==> src/rtl/vending_pkg.sv <==
// Shared encodings for the vending controller: FSM states, change-coin indices
// and a width helper.
package vending_pkg;

  typedef enum logic [1:0] {
    ST_IDLE   = 2'd0,
    ST_VEND   = 2'd1,
    ST_CHANGE = 2'd2
  } state_t;

  localparam logic [1:0] COIN_IDX0 = 2'd0;
  localparam logic [1:0] COIN_IDX1 = 2'd1;
  localparam logic [1:0] COIN_IDX2 = 2'd2;
  localparam logic [1:0] COIN_IDX3 = 2'd3;

  // Minimum of 1 so a 1-entry range still yields a legal vector.
  function automatic int clog2(input int n);
    int r;
    r = 1;
    for (int i = 1; i < 31; i++)
      if ((1 << i) < n) r = i + 1;
    return r;
  endfunction

endpackage

==> src/rtl/vending_controller_if.sv <==
// Vend and change handshakes between the controller (master) and the
// dispenser / coin hopper (slave).
interface vending_controller_if #(
  parameter int ITEM_W = 3
) ();
  logic              vend_valid;
  logic [ITEM_W-1:0] vend_item;
  logic              vend_ack;
  logic              chg_valid;
  logic [1:0]        chg_coin;
  logic              chg_ready;

  modport master (output vend_valid, vend_item, chg_valid, chg_coin,
                  input  vend_ack, chg_ready);
  modport slave  (input  vend_valid, vend_item, chg_valid, chg_coin,
                  output vend_ack, chg_ready);
endinterface

==> src/rtl/vending_edge_detect.sv <==
// Rising-edge detector; history resets to ones so lines held high through
// reset never produce an event.
module vending_edge_detect #(
  parameter int WIDTH = 8
) (
  input  logic             clk,
  input  logic             rst,
  input  logic [WIDTH-1:0] i_in,
  output logic [WIDTH-1:0] o_evt
);
  logic [WIDTH-1:0] r_prev;

  always_ff @(posedge clk) begin
    if (!rst) r_prev <= '1;
    else      r_prev <= i_in;
  end

  assign o_evt = i_in & ~r_prev;
endmodule

==> src/rtl/vending_controller.sv <==
// Vending controller: credit accumulation, item selection, handshaked vend
// and greedy change return with inactivity auto-refund.
module vending_controller
  import vending_pkg::*;
#(
  parameter int NUM_ITEMS   = 5,
  parameter int PRICE_W     = 7,
  parameter int MAX_CREDIT  = 99,
  parameter int COIN0       = 1,
  parameter int COIN1       = 5,
  parameter int COIN2       = 10,
  parameter int COIN3       = 20,
  parameter int TIMEOUT_CYC = 1000000,
  parameter bit AUTO_CHANGE = 1'b1,
  localparam int ITEM_W     = clog2(NUM_ITEMS)
) (
  input  logic                         clk,
  input  logic                         rst,
  input  logic [3:0]                   coin_in,
  input  logic                         btn_l,
  input  logic                         btn_r,
  input  logic                         btn_ok,
  input  logic                         btn_cancel,
  input  logic [NUM_ITEMS*PRICE_W-1:0] price_tbl,
  vending_controller_if.master         vif,
  output logic [PRICE_W-1:0]           credit,
  output logic [ITEM_W-1:0]            sel_idx,
  output logic [PRICE_W-1:0]           sel_price,
  output logic [NUM_ITEMS-1:0]         avail,
  output logic                         coin_reject,
  output logic                         deny,
  output logic [1:0]                   state_o
);
  localparam int TMO_W = clog2(TIMEOUT_CYC);
  localparam logic [TMO_W-1:0] TMO_LAST = TMO_W'(TIMEOUT_CYC - 1);
  localparam logic [ITEM_W-1:0] SEL_LAST = ITEM_W'(NUM_ITEMS - 1);

  function automatic logic [PRICE_W:0] coin_val(input logic [1:0] k);
    case (k)
      COIN_IDX0: coin_val = (PRICE_W+1)'(COIN0);
      COIN_IDX1: coin_val = (PRICE_W+1)'(COIN1);
      COIN_IDX2: coin_val = (PRICE_W+1)'(COIN2);
      default:   coin_val = (PRICE_W+1)'(COIN3);
    endcase
  endfunction

  function automatic logic [1:0] change_idx(input logic [PRICE_W-1:0] c);
    logic [PRICE_W:0] cx;
    cx = {1'b0, c};
    if      (cx >= coin_val(COIN_IDX3)) change_idx = COIN_IDX3;
    else if (cx >= coin_val(COIN_IDX2)) change_idx = COIN_IDX2;
    else if (cx >= coin_val(COIN_IDX1)) change_idx = COIN_IDX1;
    else                                change_idx = COIN_IDX0;
  endfunction

  state_t             r_state, w_state_nxt;
  logic [PRICE_W-1:0] r_credit, w_credit_nxt;
  logic [ITEM_W-1:0]  r_sel, w_sel_nxt;
  logic [ITEM_W-1:0]  r_item, w_item_nxt;
  logic [TMO_W-1:0]   r_tmo, w_tmo_nxt;
  logic               r_reject, w_reject;
  logic               r_deny, w_deny;

  logic [7:0]         w_evt;
  logic [3:0]         w_coin_evt;
  logic               w_l, w_r, w_ok, w_cancel;
  logic [1:0]         w_coin_k;
  logic               w_coin_one;
  logic [PRICE_W:0]   w_coin_sum;
  logic [1:0]         w_chg_k;
  logic [PRICE_W-1:0] w_chg_val;

  vending_edge_detect #(.WIDTH(8)) u_edge (
    .clk  (clk),
    .rst  (rst),
    .i_in ({btn_cancel, btn_ok, btn_r, btn_l, coin_in}),
    .o_evt(w_evt)
  );

  assign w_coin_evt = w_evt[3:0];
  assign w_l        = w_evt[4];
  assign w_r        = w_evt[5];
  assign w_ok       = w_evt[6];
  assign w_cancel   = w_evt[7];

  always_comb begin
    w_coin_k = COIN_IDX0;
    if      (w_coin_evt[3]) w_coin_k = COIN_IDX3;
    else if (w_coin_evt[2]) w_coin_k = COIN_IDX2;
    else if (w_coin_evt[1]) w_coin_k = COIN_IDX1;
  end

  assign w_coin_one = (w_coin_evt != 4'd0) && ((w_coin_evt & (w_coin_evt - 4'd1)) == 4'd0);
  assign w_coin_sum = {1'b0, r_credit} + coin_val(w_coin_k);
  assign w_chg_k    = change_idx(r_credit);
  assign w_chg_val  = coin_val(w_chg_k)[PRICE_W-1:0];
  assign sel_price  = price_tbl[int'(r_sel)*PRICE_W +: PRICE_W];

  always_comb begin
    avail = '0;
    for (int i = 0; i < NUM_ITEMS; i++)
      avail[i] = (r_credit >= price_tbl[i*PRICE_W +: PRICE_W]);
  end

  // State and registered datapath
  always_ff @(posedge clk) begin
    if (!rst) begin
      r_state  <= ST_IDLE;
      r_credit <= '0;
      r_sel    <= '0;
      r_tmo    <= '0;
      r_reject <= 1'b0;
      r_deny   <= 1'b0;
    end else begin
      r_state  <= w_state_nxt;
      r_credit <= w_credit_nxt;
      r_sel    <= w_sel_nxt;
      r_tmo    <= w_tmo_nxt;
      r_reject <= w_reject;
      r_deny   <= w_deny;
    end
  end

  always_ff @(posedge clk) r_item <= w_item_nxt;

  // Next state; cancel dominates ok, and any coin alongside either is refused
  always_comb begin
    w_state_nxt  = r_state;
    w_credit_nxt = r_credit;
    w_sel_nxt    = r_sel;
    w_item_nxt   = r_item;
    w_tmo_nxt    = '0;
    w_reject     = 1'b0;
    w_deny       = 1'b0;
    case (r_state)
      ST_IDLE: begin
        if (w_cancel) begin
          if (r_credit != '0) w_state_nxt = ST_CHANGE;
        end else if (w_ok) begin
          if (r_credit >= sel_price) begin
            w_credit_nxt = r_credit - sel_price;
            w_item_nxt   = r_sel;
            w_state_nxt  = ST_VEND;
          end else begin
            w_deny = 1'b1;
          end
        end else if (w_coin_one && w_coin_sum <= (PRICE_W+1)'(MAX_CREDIT)) begin
          w_credit_nxt = w_coin_sum[PRICE_W-1:0];
        end
        w_reject = (w_coin_evt != 4'd0) &&
                   (w_cancel || w_ok || !w_coin_one ||
                    w_coin_sum > (PRICE_W+1)'(MAX_CREDIT));
        if (w_l && !w_r)
          w_sel_nxt = (r_sel == '0) ? SEL_LAST : r_sel - 1'b1;
        else if (w_r && !w_l)
          w_sel_nxt = (r_sel == SEL_LAST) ? '0 : r_sel + 1'b1;
        if (r_credit != '0 && w_evt == 8'd0) begin
          if (r_tmo == TMO_LAST) w_state_nxt = ST_CHANGE;
          else                   w_tmo_nxt   = r_tmo + 1'b1;
        end
      end
      ST_VEND: begin
        w_reject = (w_coin_evt != 4'd0);
        if (vif.vend_ack)
          w_state_nxt = (AUTO_CHANGE && r_credit != '0) ? ST_CHANGE : ST_IDLE;
      end
      ST_CHANGE: begin
        w_reject = (w_coin_evt != 4'd0);
        if (r_credit == '0) begin
          w_state_nxt = ST_IDLE;
        end else if (vif.chg_ready) begin
          w_credit_nxt = r_credit - w_chg_val;
          if (r_credit == w_chg_val) w_state_nxt = ST_IDLE;
        end
      end
      default: w_state_nxt = ST_IDLE;
    endcase
  end

  // Outputs
  always_comb begin
    vif.vend_valid = (r_state == ST_VEND);
    vif.vend_item  = r_item;
    vif.chg_valid  = (r_state == ST_CHANGE);
    vif.chg_coin   = (r_state == ST_CHANGE) ? w_chg_k : COIN_IDX0;
    credit         = r_credit;
    sel_idx        = r_sel;
    coin_reject    = r_reject;
    deny           = r_deny;
    state_o        = r_state;
  end
endmodule

==> src/flat_wrapper.sv <==
// flat-port wrapper written by rule: the top's interface ports become plain ports
module vending_controller_flat import vending_pkg::*;
#(
  parameter int NUM_ITEMS   = 5,
  parameter int PRICE_W     = 7,
  parameter int MAX_CREDIT  = 99,
  parameter int COIN0       = 1,
  parameter int COIN1       = 5,
  parameter int COIN2       = 10,
  parameter int COIN3       = 20,
  parameter int TIMEOUT_CYC = 1000000,
  parameter bit AUTO_CHANGE = 1'b1,
  localparam int ITEM_W     = clog2(NUM_ITEMS)
)
  (clk, rst, coin_in, btn_l, btn_r, btn_ok, btn_cancel, price_tbl, credit, sel_idx, sel_price, avail, coin_reject, deny, state_o, vif_vend_valid, vif_vend_item, vif_chg_valid, vif_chg_coin, vif_vend_ack, vif_chg_ready);
  vending_controller_if #(.ITEM_W(3)) vif_i ();
  input  logic clk;
  input  logic rst;
  input  logic [3:0] coin_in;
  input  logic btn_l;
  input  logic btn_r;
  input  logic btn_ok;
  input  logic btn_cancel;
  input  logic [NUM_ITEMS*PRICE_W-1:0] price_tbl;
  output logic [PRICE_W-1:0] credit;
  output logic [ITEM_W-1:0] sel_idx;
  output logic [PRICE_W-1:0] sel_price;
  output logic [NUM_ITEMS-1:0] avail;
  output logic coin_reject;
  output logic deny;
  output logic [1:0] state_o;
  output wire logic [$bits(vif_i.vend_valid)-1:0] vif_vend_valid;
  output wire logic [$bits(vif_i.vend_item)-1:0] vif_vend_item;
  output wire logic [$bits(vif_i.chg_valid)-1:0] vif_chg_valid;
  output wire logic [$bits(vif_i.chg_coin)-1:0] vif_chg_coin;
  input wire logic [$bits(vif_i.vend_ack)-1:0] vif_vend_ack;
  input wire logic [$bits(vif_i.chg_ready)-1:0] vif_chg_ready;
  assign vif_vend_valid = vif_i.vend_valid;
  assign vif_vend_item = vif_i.vend_item;
  assign vif_chg_valid = vif_i.chg_valid;
  assign vif_chg_coin = vif_i.chg_coin;
  assign vif_i.vend_ack = vif_vend_ack;
  assign vif_i.chg_ready = vif_chg_ready;
  vending_controller #(.NUM_ITEMS(NUM_ITEMS), .PRICE_W(PRICE_W), .MAX_CREDIT(MAX_CREDIT), .COIN0(COIN0), .COIN1(COIN1), .COIN2(COIN2), .COIN3(COIN3), .TIMEOUT_CYC(TIMEOUT_CYC), .AUTO_CHANGE(AUTO_CHANGE)) u_core (.clk(clk), .rst(rst), .coin_in(coin_in), .btn_l(btn_l), .btn_r(btn_r), .btn_ok(btn_ok), .btn_cancel(btn_cancel), .price_tbl(price_tbl), .vif(vif_i), .credit(credit), .sel_idx(sel_idx), .sel_price(sel_price), .avail(avail), .coin_reject(coin_reject), .deny(deny), .state_o(state_o));
endmodule
==> config.mk <==
export PLATFORM = sky130hd
export DESIGN_NAME = vending_controller_flat
export DESIGN_NICKNAME = d
export VERILOG_FILES = /design/src/rtl/vending_pkg.sv /design/src/rtl/vending_controller_if.sv /design/src/rtl/vending_edge_detect.sv /design/src/rtl/vending_controller.sv /design/src/flat_wrapper.sv
export SDC_FILE = /design/constraint.sdc
export NUM_CORES = 1
export LEC_CHECK = 0
export ABC_AREA = 1
export BUFFER_PORTS_ARGS = -buffer_cell sky130_fd_sc_hd__buf_4
export CAP_MARGIN = 20
export CORE_ASPECT_RATIO = 1.4
export CORE_MARGIN = 4
export CORE_UTILIZATION = 40
export CTS_BUF_LIST = sky130_fd_sc_hd__clkbuf_4
export DETAILED_ROUTE_END_ITERATION = 10
export PLACE_DENSITY = 0.67
export SYNTH_ARGS = -nofsm -noshare
export SYNTH_HDL_FRONTEND = slang
export SYNTH_HIERARCHICAL = 1
export SYNTH_SLANG_ARGS = --single-unit
==> constraint.sdc <==
create_clock -name clk -period 6.7 [get_ports clk]
set_input_delay 0.67 -clock clk [delete_from_list [all_inputs] [get_ports clk]]
set_output_delay 0.67 -clock clk [all_outputs]
set_load 0.005 [all_outputs]
* Word level (Yosys, flattened, before mapping)
Index checks and enable logic that the tools add are counted.
Storage, ports and cells: flip-flop bits (word level) 45, bits of input ports 47, logic and storage cells 117
Operators by class: add/sub/neg operators 7, $mul 1, magnitude comparators 11, eq/ne operators 17, shift operators 1, muxes and demuxes 34, bitwise gates (word level) 8, reductions and logical operators 30
Operator list (count):
- greater-or-equal comparator 7 bit | 6
- two-way mux 7 bit | 6
- variable part select 35 x 32 -> 7 bit | 1
- two-way mux 2 bit | 16
- one-hot mux 5 bit (3 select lines) | 2
- adder 20 x 1 -> 20 bit, second input constant | 1
- == test 20 bit, second input constant | 1
- one-hot mux 7 bit (2 select lines) | 1
- two-way mux 3 bit | 4
- != test 3 x 1 -> 1 bit, second input constant | 3
- adder 7 x 5 -> 8 bit | 1
- bitwise AND 8 bit | 1
- > comparator 8 x 7 -> 1 bit, second input constant | 1
- less-or-equal comparator 8 x 7 -> 1 bit, second input constant | 1
- zero test 8 bit | 1
- inverter 8 bit | 1
- OR reduction 4 bit | 2
- == test 7 x 5 -> 1 bit | 1
- greater-or-equal comparator 7 x 3 -> 1 bit, second input constant | 1
- greater-or-equal comparator 7 x 4 -> 1 bit, second input constant | 1
- greater-or-equal comparator 7 x 5 -> 1 bit, second input constant | 1
- zero test 7 bit | 1
- nonzero test 7 bit | 1
- subtractor 7 x 5 -> 7 bit | 1
- other kinds (29) | 53

* Depth between registers and ports, before layout
depth after elaboration 14, gate-level depth with buffers 23, depth with buffers taken out 22

* Modules after synthesis
The synthesis kept the hierarchy.
Modules (own cells, without submodules):
- vending_controller | times used 1, cells each 612, area an instance 4045.1 sq um, seq. area each 770.7 sq um
- vending_edge_detect | times used 1, cells each 33, area an instance 255.2 sq um, seq. area each 160.2 sq um

* Least setup slack after synthesis
No wires, ideal clock.
path type register -> register, start reg u_core.r_sel[0], in the netlist u_core/sel_idx[0], end reg u_core.r_credit[1], in the netlist u_core/credit[1], arrival time 2.861 ns, path slack 3.723 ns, stages on the path, launching flop included 22, cells stage by stage dfxtp_1 -> clkbuf_1 -> clkbuf_1 -> a21oi_1 -> o21ai_0 -> nand3_1 -> o31ai_1 -> inv_1 -> ha_1 -> a21oi_1 -> nor2_1 -> nor2_1 -> o21ai_2 -> nand2_1 -> nand2_1 -> a21o_1 -> nor2_1 -> a21oi_1 -> buf_2 -> nand3_2 -> nand2_1 -> nor2_1
RTL lines:
- start, declared | RTL line vending_controller.sv:58 | logic [ITEM_W-1:0] r_sel, w_sel_nxt;
- start signal, assigned | RTL line vending_controller.sv:117 | r_sel <= w_sel_nxt;
- multiplier 3 x 3 -> 6 bit | RTL line vending_controller.sv:97 | assign sel_price = price_tbl[int'(r_sel)*PRICE_W +: PRICE_W];
- variable part select 35 x 32 -> 7 bit | RTL line vending_controller.sv:97
- net sel_price[2] | RTL line flat_wrapper.sv:27 | output logic [PRICE_W-1:0] sel_price;
- greater-or-equal comparator 7 bit | RTL line vending_controller.sv:140 | if (r_credit >= sel_price) begin
- != test 3 bit (no line)
- AND reduction 6 bit (no line)
- end signal, assigned | RTL line vending_controller.sv:116 | r_credit <= w_credit_nxt;
- end, declared | RTL line vending_controller.sv:57 | logic [PRICE_W-1:0] r_credit, w_credit_nxt;
The timed path passes the listed nets, and every way through them passes these cells. The select of a mux whose other input is x is not followed. A chain may end at the register's enable or synchronous reset.

* Worst setup path after layout
start reg u_core.r_sel[0], in the netlist u_core/sel_idx[0], end reg u_core.r_credit[5], in the netlist u_core/credit[5]
On the way: cells in the longest elaborated chain, start to end 7
Ends and longest elaborated chain:
- multiplier 3 x 3 -> 6 bit * | RTL line vending_controller.sv:97
- variable part select 35 x 32 -> 7 bit * | RTL line vending_controller.sv:97
- subtractor 7 bit | RTL line vending_controller.sv:141 | w_credit_nxt = r_credit - sel_price;
- two-way mux 7 bit | RTL line vending_controller.sv:140
- two-way mux 7 bit | RTL line vending_controller.sv:139 | end else if (w_ok) begin
- two-way mux 7 bit | RTL line vending_controller.sv:137 | if (w_cancel) begin
- one-hot mux 7 bit (2 select lines) | RTL line vending_controller.sv:135 | case (r_state)
Mark *: on every way between the ends. The rest lies on a longest branch, timed or not. The select of a mux whose other input is x is not followed.

==> run summary <==
status: finished, final reports clean
Initial Util: 41.1%
Rows: 44
internal power: 0.781 mW
total track usage: 18.9%
Filler Cells Inserted: 1,078
number of synthesized flops with an enable pin: 3
hold_buf cts: 0
Synth warnings: 6
largest net degree at the start of global routing: 31
Comb pwr share: 63.3%
most common cell in the netlist: inv_1
total chip power: 1.51 mW
leak pwr: 2.59 nW
number of vias per cell: 5.05
antenna-violating nets left: 0
Worst-path clk slew: 140 ps
PortBufs: 79
clock power share: 11.3%
Yosys top cell by area: dfxtp_1
# IOs: 80
Worst-Margin Slew: 1070 ps
Peak supply drop: 0.188 mV
antenna violations before repair: 0
Syn Inst Count: 645
Worst Setup End Kind: flip-flop
DRT Pass-1 Iters: 5
ranking of synthesized cells by area: dfxtp_1 20%, ha_1 18%, inv_1 9.9%
final period utilization: 58.6%
Slew Viols, Final: 0
Nets: 829
vias in the first global route: 4,117
HPWL Detailed: 9.36 mm
CTS Buf Count: 5
max_cap viols: 0
post-synthesis area per instance: 6.67 µm²
first-pass GRT wire length: 18.9 mm
crit path kind: flip-flop to flip-flop
DR vias: 4,331
DR WL/cell: 13.5 µm
TNS Setup: 0 ps
Layout area overhead: 18.1%
CP max stage delay: 830 ps
setup violators final: 0
Worst-Skew Late Latency: 370 ps
Net Count, Synth: 756
DR iter-0 viols: 228
worst-case clock skew: 17.6 ps
CP Launch Type: flip-flop
post-synth top area share: 19.6%
Hold WS: 467 ps
CP most frequent cell: nand2_1
Total Wirelength: 11.6 mm
worst hold-check path type: primary input to flip-flop
number of clock sinks: 45
core footprint: 10,500 µm²
placer congestion estimate: 0.905
slack of the critical path: 2780 ps
crit path cell chain: inv_1 > nand2_1 > o31ai_1 > inv_1 > ha_1 > nand4_1 > o21ai_2 > nand2_1 > nand2_1 > a21o_1 > nor2_1 > a21oi_1 > nand3_1 > nand2_1 > nor2_1
Max Buffers Root-to-Sink: 2
unrepaired setup endpoints after global routing: false
die width: 95.6 µm
ys flop type: dfxtp_1
crit path max-delay cell type: a21oi_1
fin crit period: 3920 ps
post-cts resize count: 0
# Post-CTS Setup Buffers: 0
Inserted Diodes: 0
crit-path max FO: 30
CP required: 6990 ps
Seq/Total Area, Yosys: 21.6%
Die ar.: 12,500 µm²
most frequent cells after synthesis: 113 x inv_1, 112 x nand2_1, 70 x nor2_1, 62 x ha_1, 53 x a21oi_1
dpl ws: 2900 ps
Final Hold Violating Endpoints: 0
DR DRC count: 0
switching power total: 0.730 mW
layout cells sized above 1: 15.6%
P per Cell Area: 298 nW/µm²
Die Y: 131 µm
sw frac: 48.3%
total global routing overflow: 0
ys async rst share: 0%
H-tree Lvls: 2
CTS tree: built
Critical Path AT: 4210 ps
fmax: 255 MHz
Rel. slew slack: 28.5%
Sequential Power Share: 25.4%
mapped cell area: 4300 µm²
Seq cells post-synth: 45
synth unique cells: 43
Root Buffer: clkbuf_4
-- registers in the layout, indices dropped and copies added (netlist names) --
register and flops:
u_core/r_tmo 20, u_core/u_edge/r_prev 8, u_core/credit 7, u_core/sel_idx 3, u_core/vif.vend_item 3, u_core/state_o 2, u_core/coin_reject 1, u_core/deny 1
-- worst paths after layout --
kind,start,end,slack [ps],depth (start not counted)
worst max-delay path,u_core/sel_idx[0],u_core/credit[5],2780,15
worst min-delay path,coin_in[3],u_core/u_edge/r_prev[3],470,3
worst max register to register,u_core/sel_idx[0],u_core/credit[5],2780,15
worst min register to register,u_core/r_tmo[17],u_core/r_tmo[17],490,1
-- power by group through the flow --
stage	Clock, mW	Sequential [mW]	Combinational, mW
3_5_place_dp	0	0.392	0.947
5_1_grt	0.189	0.394	1.09
3_3_place_gp	0	0.391	0.922
6_report	0.171	0.384	0.956
4_1_cts	0.176	0.386	0.952
2_1_floorplan	0	0.351	0.684
-- kinds of logic (layout without fill, tap and decap cells) --
group / Yosys count / count (layout) / synth area share (%)
AOI/OAI and AO/OA: 150 / 150 / 20.3
buffers and inverters: 132 / 206 / 12.0
DFF: 45 / 45 / 21.6
xor gates and xnor gates: 4 / 4 / 0.815
and+or+nand+nor: 250 / 250 / 26.3
adders and majority gates: 64 / 64 / 19.0
-- metrics by stage --
step | utilization, % | instances | cell area (µm²)
CTS | 48.5 | 857 | 5080
global route | 48.5 | 857 | 5080
floorplan | - | 645 | 4300
detailed placement | 47.8 | 849 | 5000
finish | 48.5 | 857 | 5080
global placement | 47.8 | 849 | 5000
-- layer usage --
layer	global-route usage, %	routed length [µm]	vias to the layer above
met4	6.70	228	0
met5	0	0	-
li1	-	-	2269
met3	2.12	671	19
met2	35.5	5900	114
met1	21.7	4770	1929
-- cells in the final DEF (no fill, tap or decap), types with 9 or more instances in the layout --
cell     netlist  final
ha_1          62     62
dfxtp_1       42     42
nand3_1       26     26
a21oi_1       53     53
o21ai_0       48     48
nor2_1        70     70
o21a_1        23     23
nand2_1      112    112
inv_1        113    113
nand4_1        9      9
buf_4          0     79
-- critical path: cells and delay by family (launching register included) --
kind,cells,cell delay [ps]
flops,1,610
fa+ha+maj,1,400
compound gates,4,1570
simple gates,8,900
buf+inv,2,380
-- cell type report --
class | instances | area [µm²] | share of cell area, %
flip-flops and latches | 45 | 931 | 18.3
multi-input cells | 468 | 2860 | 56.2
clock buffers | 6 | 45.0 | 0.887
repair buffers | 79 | 593 | 11.7
inverters | 119 | 447 | 8.80
clock inverters | 2 | 33.8 | 0.665
well taps | 138 | 173 | 3.40
Note: power is estimated with default switching activity, not from simulation.
